### config.mk
export PLATFORM = sky130hd
export DESIGN_NAME = trap_irq_ctrl
export DESIGN_NICKNAME = d
export VERILOG_FILES = /design/src/rtl/trap_irq_ctrl.sv
export SDC_FILE = /design/constraint.sdc
export NUM_CORES = 1
export LEC_CHECK = 0
export BUFFER_PORTS_ARGS = -buffer_cell sky130_fd_sc_hd__buf_2
export CORE_ASPECT_RATIO = 0.6
export CORE_MARGIN = 8
export CORE_UTILIZATION = 50
export CTS_CLUSTER_DIAMETER = 150
export CTS_CLUSTER_SIZE = 25
export DETAILED_ROUTE_END_ITERATION = 16
export GPL_ROUTABILITY_DRIVEN = 0
export PLACE_DENSITY = 0.76
export SYNTH_ARGS = -nofsm -noshare
export SYNTH_HDL_FRONTEND = slang
export SYNTH_SLANG_ARGS = --single-unit
### constraint.sdc
create_clock -name clk -period 18.8 [get_ports clk]
set_input_delay 0.94 -clock clk [delete_from_list [all_inputs] [get_ports clk]]
set_output_delay 0.94 -clock clk [all_outputs]
set_load 0.01 [all_outputs]
### src/rtl/trap_irq_ctrl.sv
// trap_irq_ctrl
//   Machine-mode trap controller. Selects between synchronous exceptions and
//   interrupts (software, timer, NUM_EXT synchronised external/local lines)
//   and drives the trap trigger and the trap target PC (direct or vectored).
//   It owns mie, mtvec, mepc, mcause, mip.MSIP, mtime and mtimecmp.
//
// Ports
//   clk, reset       clock, asynchronous active-high reset
//   exceptSignal     exception requests, bit i = cause code i
//   extIrq           asynchronous level-sensitive external lines
//   MIE              mstatus.MIE global interrupt enable
//   instrValid       an instruction commits this cycle (interrupt window)
//   PC_trap          PC of the faulting/committing instruction
//   CSR_WriteEnable, CSR_addr, CSR_In   CSR write bus
//   csrRead          combinational read data for CSR_addr (0 when unmapped)
//   trapTrigger      take a trap this cycle (combinational)
//   trapTarget       next fetch PC on a trap, otherwise the mtvec base
//   mcause, mtvec, mepc   register values
//   irqPending       |(mip & mie), regardless of MIE
module trap_irq_ctrl #(
    parameter int N           = 64,
    parameter int NUM_EXT     = 4,
    parameter int SYNC_STAGES = 2
) (
    input  logic               clk,
    input  logic               reset,
    input  logic [15:0]        exceptSignal,
    input  logic [NUM_EXT-1:0] extIrq,
    input  logic               MIE,
    input  logic               instrValid,
    input  logic [N-1:0]       PC_trap,
    input  logic               CSR_WriteEnable,
    input  logic [11:0]        CSR_addr,
    input  logic [N-1:0]       CSR_In,
    output logic [N-1:0]       csrRead,
    output logic               trapTrigger,
    output logic [N-1:0]       trapTarget,
    output logic [N-1:0]       mcause,
    output logic [N-1:0]       mtvec,
    output logic [N-1:0]       mepc,
    output logic               irqPending
);

    // MSIP, MTIP, MEIP and the local lines are the only implemented mie bits.
    localparam logic [N-1:0] MIE_MASK =
        N'((((64'd1 << NUM_EXT) - 64'd1) << 16) | 64'h888);

    logic [N-1:0] mie_q, mie_d;
    logic [N-1:0] mtvec_q, mtvec_d;
    logic [N-1:0] mepc_q, mepc_d;
    logic [N-1:0] mcause_q, mcause_d;
    logic         msip_q, msip_d;
    logic [N-1:0] mtime_q, mtime_d;
    logic [N-1:0] mtimecmp_q, mtimecmp_d;
    // Stage 0 samples extIrq; the last stage is what mip exposes.
    logic [SYNC_STAGES-1:0][NUM_EXT-1:0] sync_q, sync_d;

    logic         mtip;
    logic [N-1:0] mip_vec;
    logic [N-1:0] pend;
    logic         exc_any;
    logic [4:0]   exc_code;
    logic [4:0]   irq_code;
    logic [4:0]   sel_code;
    logic [N-1:0] cause_sel;
    logic [N-1:0] base;
    logic         unused_pc_bits;

    assign unused_pc_bits = ^PC_trap[1:0];

    assign mtip = (mtime_q >= mtimecmp_q);

    always_comb begin
        mip_vec    = '0;
        mip_vec[3] = msip_q;
        mip_vec[7] = mtip;
        for (int k = 0; k < NUM_EXT; k++) begin
            mip_vec[16+k] = sync_q[SYNC_STAGES-1][k];
        end
    end

    assign pend       = mip_vec & mie_q;
    assign irqPending = |pend;
    assign exc_any    = |exceptSignal;

    // Lowest-numbered exception wins; scan downward so the last hit is kept.
    always_comb begin
        exc_code = 5'd0;
        for (int i = 15; i >= 0; i--) begin
            if (exceptSignal[i]) exc_code = 5'(i);
        end
    end

    // Interrupt priority: later assignments override earlier ones, giving
    // local lines (highest index first) > MEIP > MSIP > MTIP.
    always_comb begin
        irq_code = 5'd0;
        if (pend[7])  irq_code = 5'd7;
        if (pend[3])  irq_code = 5'd3;
        if (pend[11]) irq_code = 5'd11;
        for (int k = 0; k < NUM_EXT; k++) begin
            if (pend[16+k]) irq_code = 5'(16 + k);
        end
    end

    assign trapTrigger = exc_any | (MIE & instrValid & irqPending);
    assign sel_code    = exc_any ? exc_code : irq_code;

    always_comb begin
        cause_sel        = '0;
        cause_sel[4:0]   = sel_code;
        cause_sel[N-1]   = ~exc_any;
    end

    // Vectoring applies only to interrupts; exceptions always use the base.
    always_comb begin
        base       = {mtvec_q[N-1:2], 2'b00};
        trapTarget = base;
        if (trapTrigger && !exc_any && (mtvec_q[1:0] == 2'b01)) begin
            trapTarget = base + (N'(sel_code) << 2);
        end
    end

    always_comb begin
        csrRead = '0;
        case (CSR_addr)
            12'h304: csrRead = mie_q;
            12'h305: csrRead = mtvec_q;
            12'h341: csrRead = mepc_q;
            12'h342: csrRead = mcause_q;
            12'h344: csrRead = mip_vec;
            12'h7C0: csrRead = mtimecmp_q;
            12'h7C1: csrRead = mtime_q;
            default: csrRead = '0;
        endcase
    end

    always_comb begin
        mie_d      = mie_q;
        mtvec_d    = mtvec_q;
        mepc_d     = mepc_q;
        mcause_d   = mcause_q;
        msip_d     = msip_q;
        mtimecmp_d = mtimecmp_q;
        mtime_d    = mtime_q + 1'b1;
        sync_d     = {sync_q[SYNC_STAGES-2:0], extIrq};
        if (CSR_WriteEnable) begin
            case (CSR_addr)
                12'h304: mie_d      = CSR_In & MIE_MASK;
                // Reserved modes (1x) collapse to direct.
                12'h305: mtvec_d    = {CSR_In[N-1:2], CSR_In[1] ? 2'b00 : {1'b0, CSR_In[0]}};
                12'h341: mepc_d     = {CSR_In[N-1:2], 2'b00};
                12'h342: mcause_d   = CSR_In;
                12'h344: msip_d     = CSR_In[3];
                12'h7C0: mtimecmp_d = CSR_In;
                12'h7C1: mtime_d    = CSR_In;
                default: ;
            endcase
        end
        // A trap overrides any same-cycle software write to mepc/mcause.
        if (trapTrigger) begin
            mepc_d   = {PC_trap[N-1:2], 2'b00};
            mcause_d = cause_sel;
        end
    end

    always_ff @(posedge clk or posedge reset) begin
        if (reset) begin
            mie_q      <= '0;
            mtvec_q    <= '0;
            mepc_q     <= '0;
            mcause_q   <= '0;
            msip_q     <= 1'b0;
            mtime_q    <= '0;
            mtimecmp_q <= '1;
            sync_q     <= '0;
        end else begin
            mie_q      <= mie_d;
            mtvec_q    <= mtvec_d;
            mepc_q     <= mepc_d;
            mcause_q   <= mcause_d;
            msip_q     <= msip_d;
            mtime_q    <= mtime_d;
            mtimecmp_q <= mtimecmp_d;
            sync_q     <= sync_d;
        end
    end

    assign mcause = mcause_q;
    assign mtvec  = mtvec_q;
    assign mepc   = mepc_q;

endmodule

==> out/qor.csv <==
metric;value;unit
status;finished, final reports clean;
crit path launch;mtimecmp_q[51]$_DFFE_PP1P_;
commonest non-fill, non-tap cells in the layout;nand2_1 (568), buf_2 (478), dfrtp_1 (269);
Distinct cells, synth;69;
Hold Vio Cnt, Final;0;
Setup violations, final;0;
Final Max Tran Viols;0;
max_slew headroom;20.02;%
final wirelength;73240;um
Worst path max stage delay;0.71;ns
worst-path fanout max;23;
register bit total from synthesis;333;
Seq/Total Area, Yosys;42.65;%
critical path, cell by cell;inv_1 > ha_1 > nand4_1 > nor4_1 > nand4_1 > a31oi_1 > o41ai_4 > nand3_1 > a31oi_1 > nor2_1 > ha_1 > inv_1 > fa_1 > nor2b_1 > o21ai_0 > nand2b_1 > a21oi_1 > a211oi_4 > buf_4 > nand4_2 > xnor2_1 > buf_2;
clk slew on worst S/H paths;0.11;ns
Die Ht;169.8;um
Via density;5.989;
worst r2r src;mtimecmp_q[51]$_DFFE_PP1P_;
multi-input logic area;10450;um^2
number of buffers inserted by port buffering;479;
Crit. End Element;output port;
CTS tree;yes;
Die X;272.4;um
largest net degree at the start of global routing;114;
CTS Sinks;333;
gr busiest metal;met2;
TritonCTS buffer count;17;
RSZ-0062 raised after global routing;no;
total number of vias;18720;
die area;46270;um^2
Post-synth EDFFs;0;
most common library cell in the layout ignoring fill and taps;nand2_1;
GR Util met2;48.42;%
post-CTS setup buffers;0;
final hold slack;0.3590;ns
crit start category;flop;
Hold Crit Depth;0;
Critical Path AT;6.73;ns
antenna violations before repair;4;
period utilization;40.79;%
PD cells;57.13;nW/um^2
number of global-route vias before repair;18830;
CP Class;reg -> out;
layout cell share with drive strength beyond 1;26.96;%
Max Clk Rate;0.1304;GHz
worst hold start;sync_d[7]$_DFF_PP0_;
slowest CP cell;a31oi_1;
Top Ports;487;
Synth Area per Inst;8.969;um^2
leakage;10.69;nW
clk root buf;clkbuf_16;
Critical Path RT;17.86;ns
Ys Warns;0;
Routed Antenna Nets;0;
r2r worst-path depth;10;
worst hold path type;reg -> reg;
Clock Skew;0.02602;ns
number of cell rows;56;
number of DRC markers in iteration 0;2065;
Initial Util;50.63;%
WL/cell;23.44;um
worst skew pair latency;0.53;ns
synthesized area;19720;um^2
first-pass GRT wire length;111800;um
total core area;38960;um^2
max cap viols;0;
Post-synth ARST share;100.0;%
sum of negative setup slack;0;ns
Layout fillers;3376;
actual slew at the worst max-slew pin;1.197;ns
nets;2826;
# hold bufs at CTS;0;
Area growth syn-to-layout;16.33;%
gr usage total;30.41;%
DP Wirelength;53920;um
Gate Count Post-Synth;2199;
Register Area;8413;um^2
VDD IR-drop max;60.87;uV
M1 GR Usage;40.93;%
met3 GRT Util;6.027;%
H-tree levels;1;
post-CTS resize count;0;
Final min period;7.669;ns
DR pass1 iterations;6;
total congestion overflow;0;
CTS max path bufs;3;
ys flop type;dfrtp_1;
# DRC;0;
## final cells by class
| cell class | count | share of cell area (%) |
|---|---|---|
| clock buffer | 28 | 2.034 |
| inverter | 90 | 1.505 |
| antenna | 3 | 0.03272 |
| sequential | 333 | 36.67 |
| clock inverter | 1 | 0.08725 |
| timing repair buffer | 504 | 11.28 |
| tap | 522 | 2.847 |
| multi-input combinational | 1644 | 45.55 |
## through the flow
stage | power, mW | util (%) | worst slack (ns) | instance area, um^2 | cells
3_5_place_dp | 0.9014 | 57.63 | 11.85 | 22450 | 3093
2_1_floorplan | 0.8347 | - | 8.741 | 19740 | 2203
3_3_place_gp | 0.8940 | 57.63 | 11.83 | 22450 | 3093
6_report | 1.311 | 58.90 | 11.13 | 22940 | 3125
4_1_cts | 1.321 | 58.88 | 11.22 | 22940 | 3122
5_1_grt | 1.361 | 58.89 | 10.84 | 22940 | 3124
## synth_stat cells, types with 3 or more instances
cell type / instances / area share, %
buf_2: 22 / 0.56
ha_1: 70 / 4.4
dfrtp_1: 269 / 34
a21oi_1: 90 / 2.3
o211ai_1: 5 / 0.19
xnor2_1: 86 / 3.8
nor4_1: 14 / 0.44
buf_6: 3 / 0.17
nor2b_1: 4 / 0.13
inv_1: 90 / 1.7
mux2i_1: 127 / 6.4
nand4_1: 45 / 1.4
or2_2: 3 / 0.095
a221oi_1: 6 / 0.27
and2_1: 16 / 0.51
a222oi_1: 6 / 0.30
xor2_1: 36 / 1.6
and3_1: 25 / 0.79
nand3_2: 9 / 0.46
a211oi_1: 5 / 0.19
dfstp_2: 64 / 8.5
buf_1: 14 / 0.27
and4_1: 12 / 0.53
nor3_1: 9 / 0.23
a21o_1: 7 / 0.27
nand2b_1: 4 / 0.13
buf_4: 8 / 0.30
a31oi_1: 3 / 0.095
nand3_1: 60 / 1.5
a221o_1: 57 / 2.9
clkbuf_1: 87 / 1.7
mux2_2: 78 / 4.5
nor2_1: 49 / 0.93
nand2_1: 570 / 11
o21ai_0: 202 / 5.1
## power breakdown
group	leakage, nW	internal [mW]	total, mW	switching, mW
clock	0.232	0.176	0.421	0.245
combinational	6.42	0.0524	0.133	0.0804
sequential	4.03	0.734	0.757	0.0231
## worst max-delay path: cells and delay by family (launching register included)
| family | cells | cell delay [ns] |
|---|---|---|
| and+or+nand+nor | 8 | 1.87 |
| AOI/OAI and AO/OA | 6 | 1.79 |
| adders and majority gates | 3 | 0.89 |
| buffers and inverters | 4 | 0.78 |
| DFF | 1 | 0.56 |
| xor gates and xnor gates | 1 | 0.26 |
## worst paths after layout
path	endpoint	slack, ns
hold / removal	mip_vec[19]$_DFF_PP0_	0.36
setup / recovery	trapTarget[50]	11.13
setup reg to reg	mepc[36]$_DFFE_PP0P_	13.39
max in group asynchronous	mcause[2]$_DFFE_PP0P_	16.60
hold reg to reg	mip_vec[19]$_DFF_PP0_	0.36
min in group asynchronous	mepc[24]$_DFFE_PP0P_	0.56
## registers in the layout, indices dropped and copies added (netlist names)
name	cells
mcause	64
mtime_q	64
mtimecmp_q	64
mtvec	63
mepc	62
mie_q	7
mip_vec	4
sync_d	4
msip_q	1
## cell families after synthesis
kind of cell	synth area share, %
AO/OA/AOI/OAI	12.71
buffers and inverters	4.720
flip-flops	42.65
adder cells (fa/ha/maj)	4.542
other	0.01901
XOR/XNOR	5.417
AND/OR/NAND/NOR	18.99
multiplexers	10.96
## metal layers
layer | routed length [um] | up-vias
met4 | 2939 | 2
met1 | 30610 | 9163
met2 | 32990 | 1009
met3 | 6688 | 157
met5 | 10 | -
li1 | - | 8384
(Power assumes the default switching activity.)
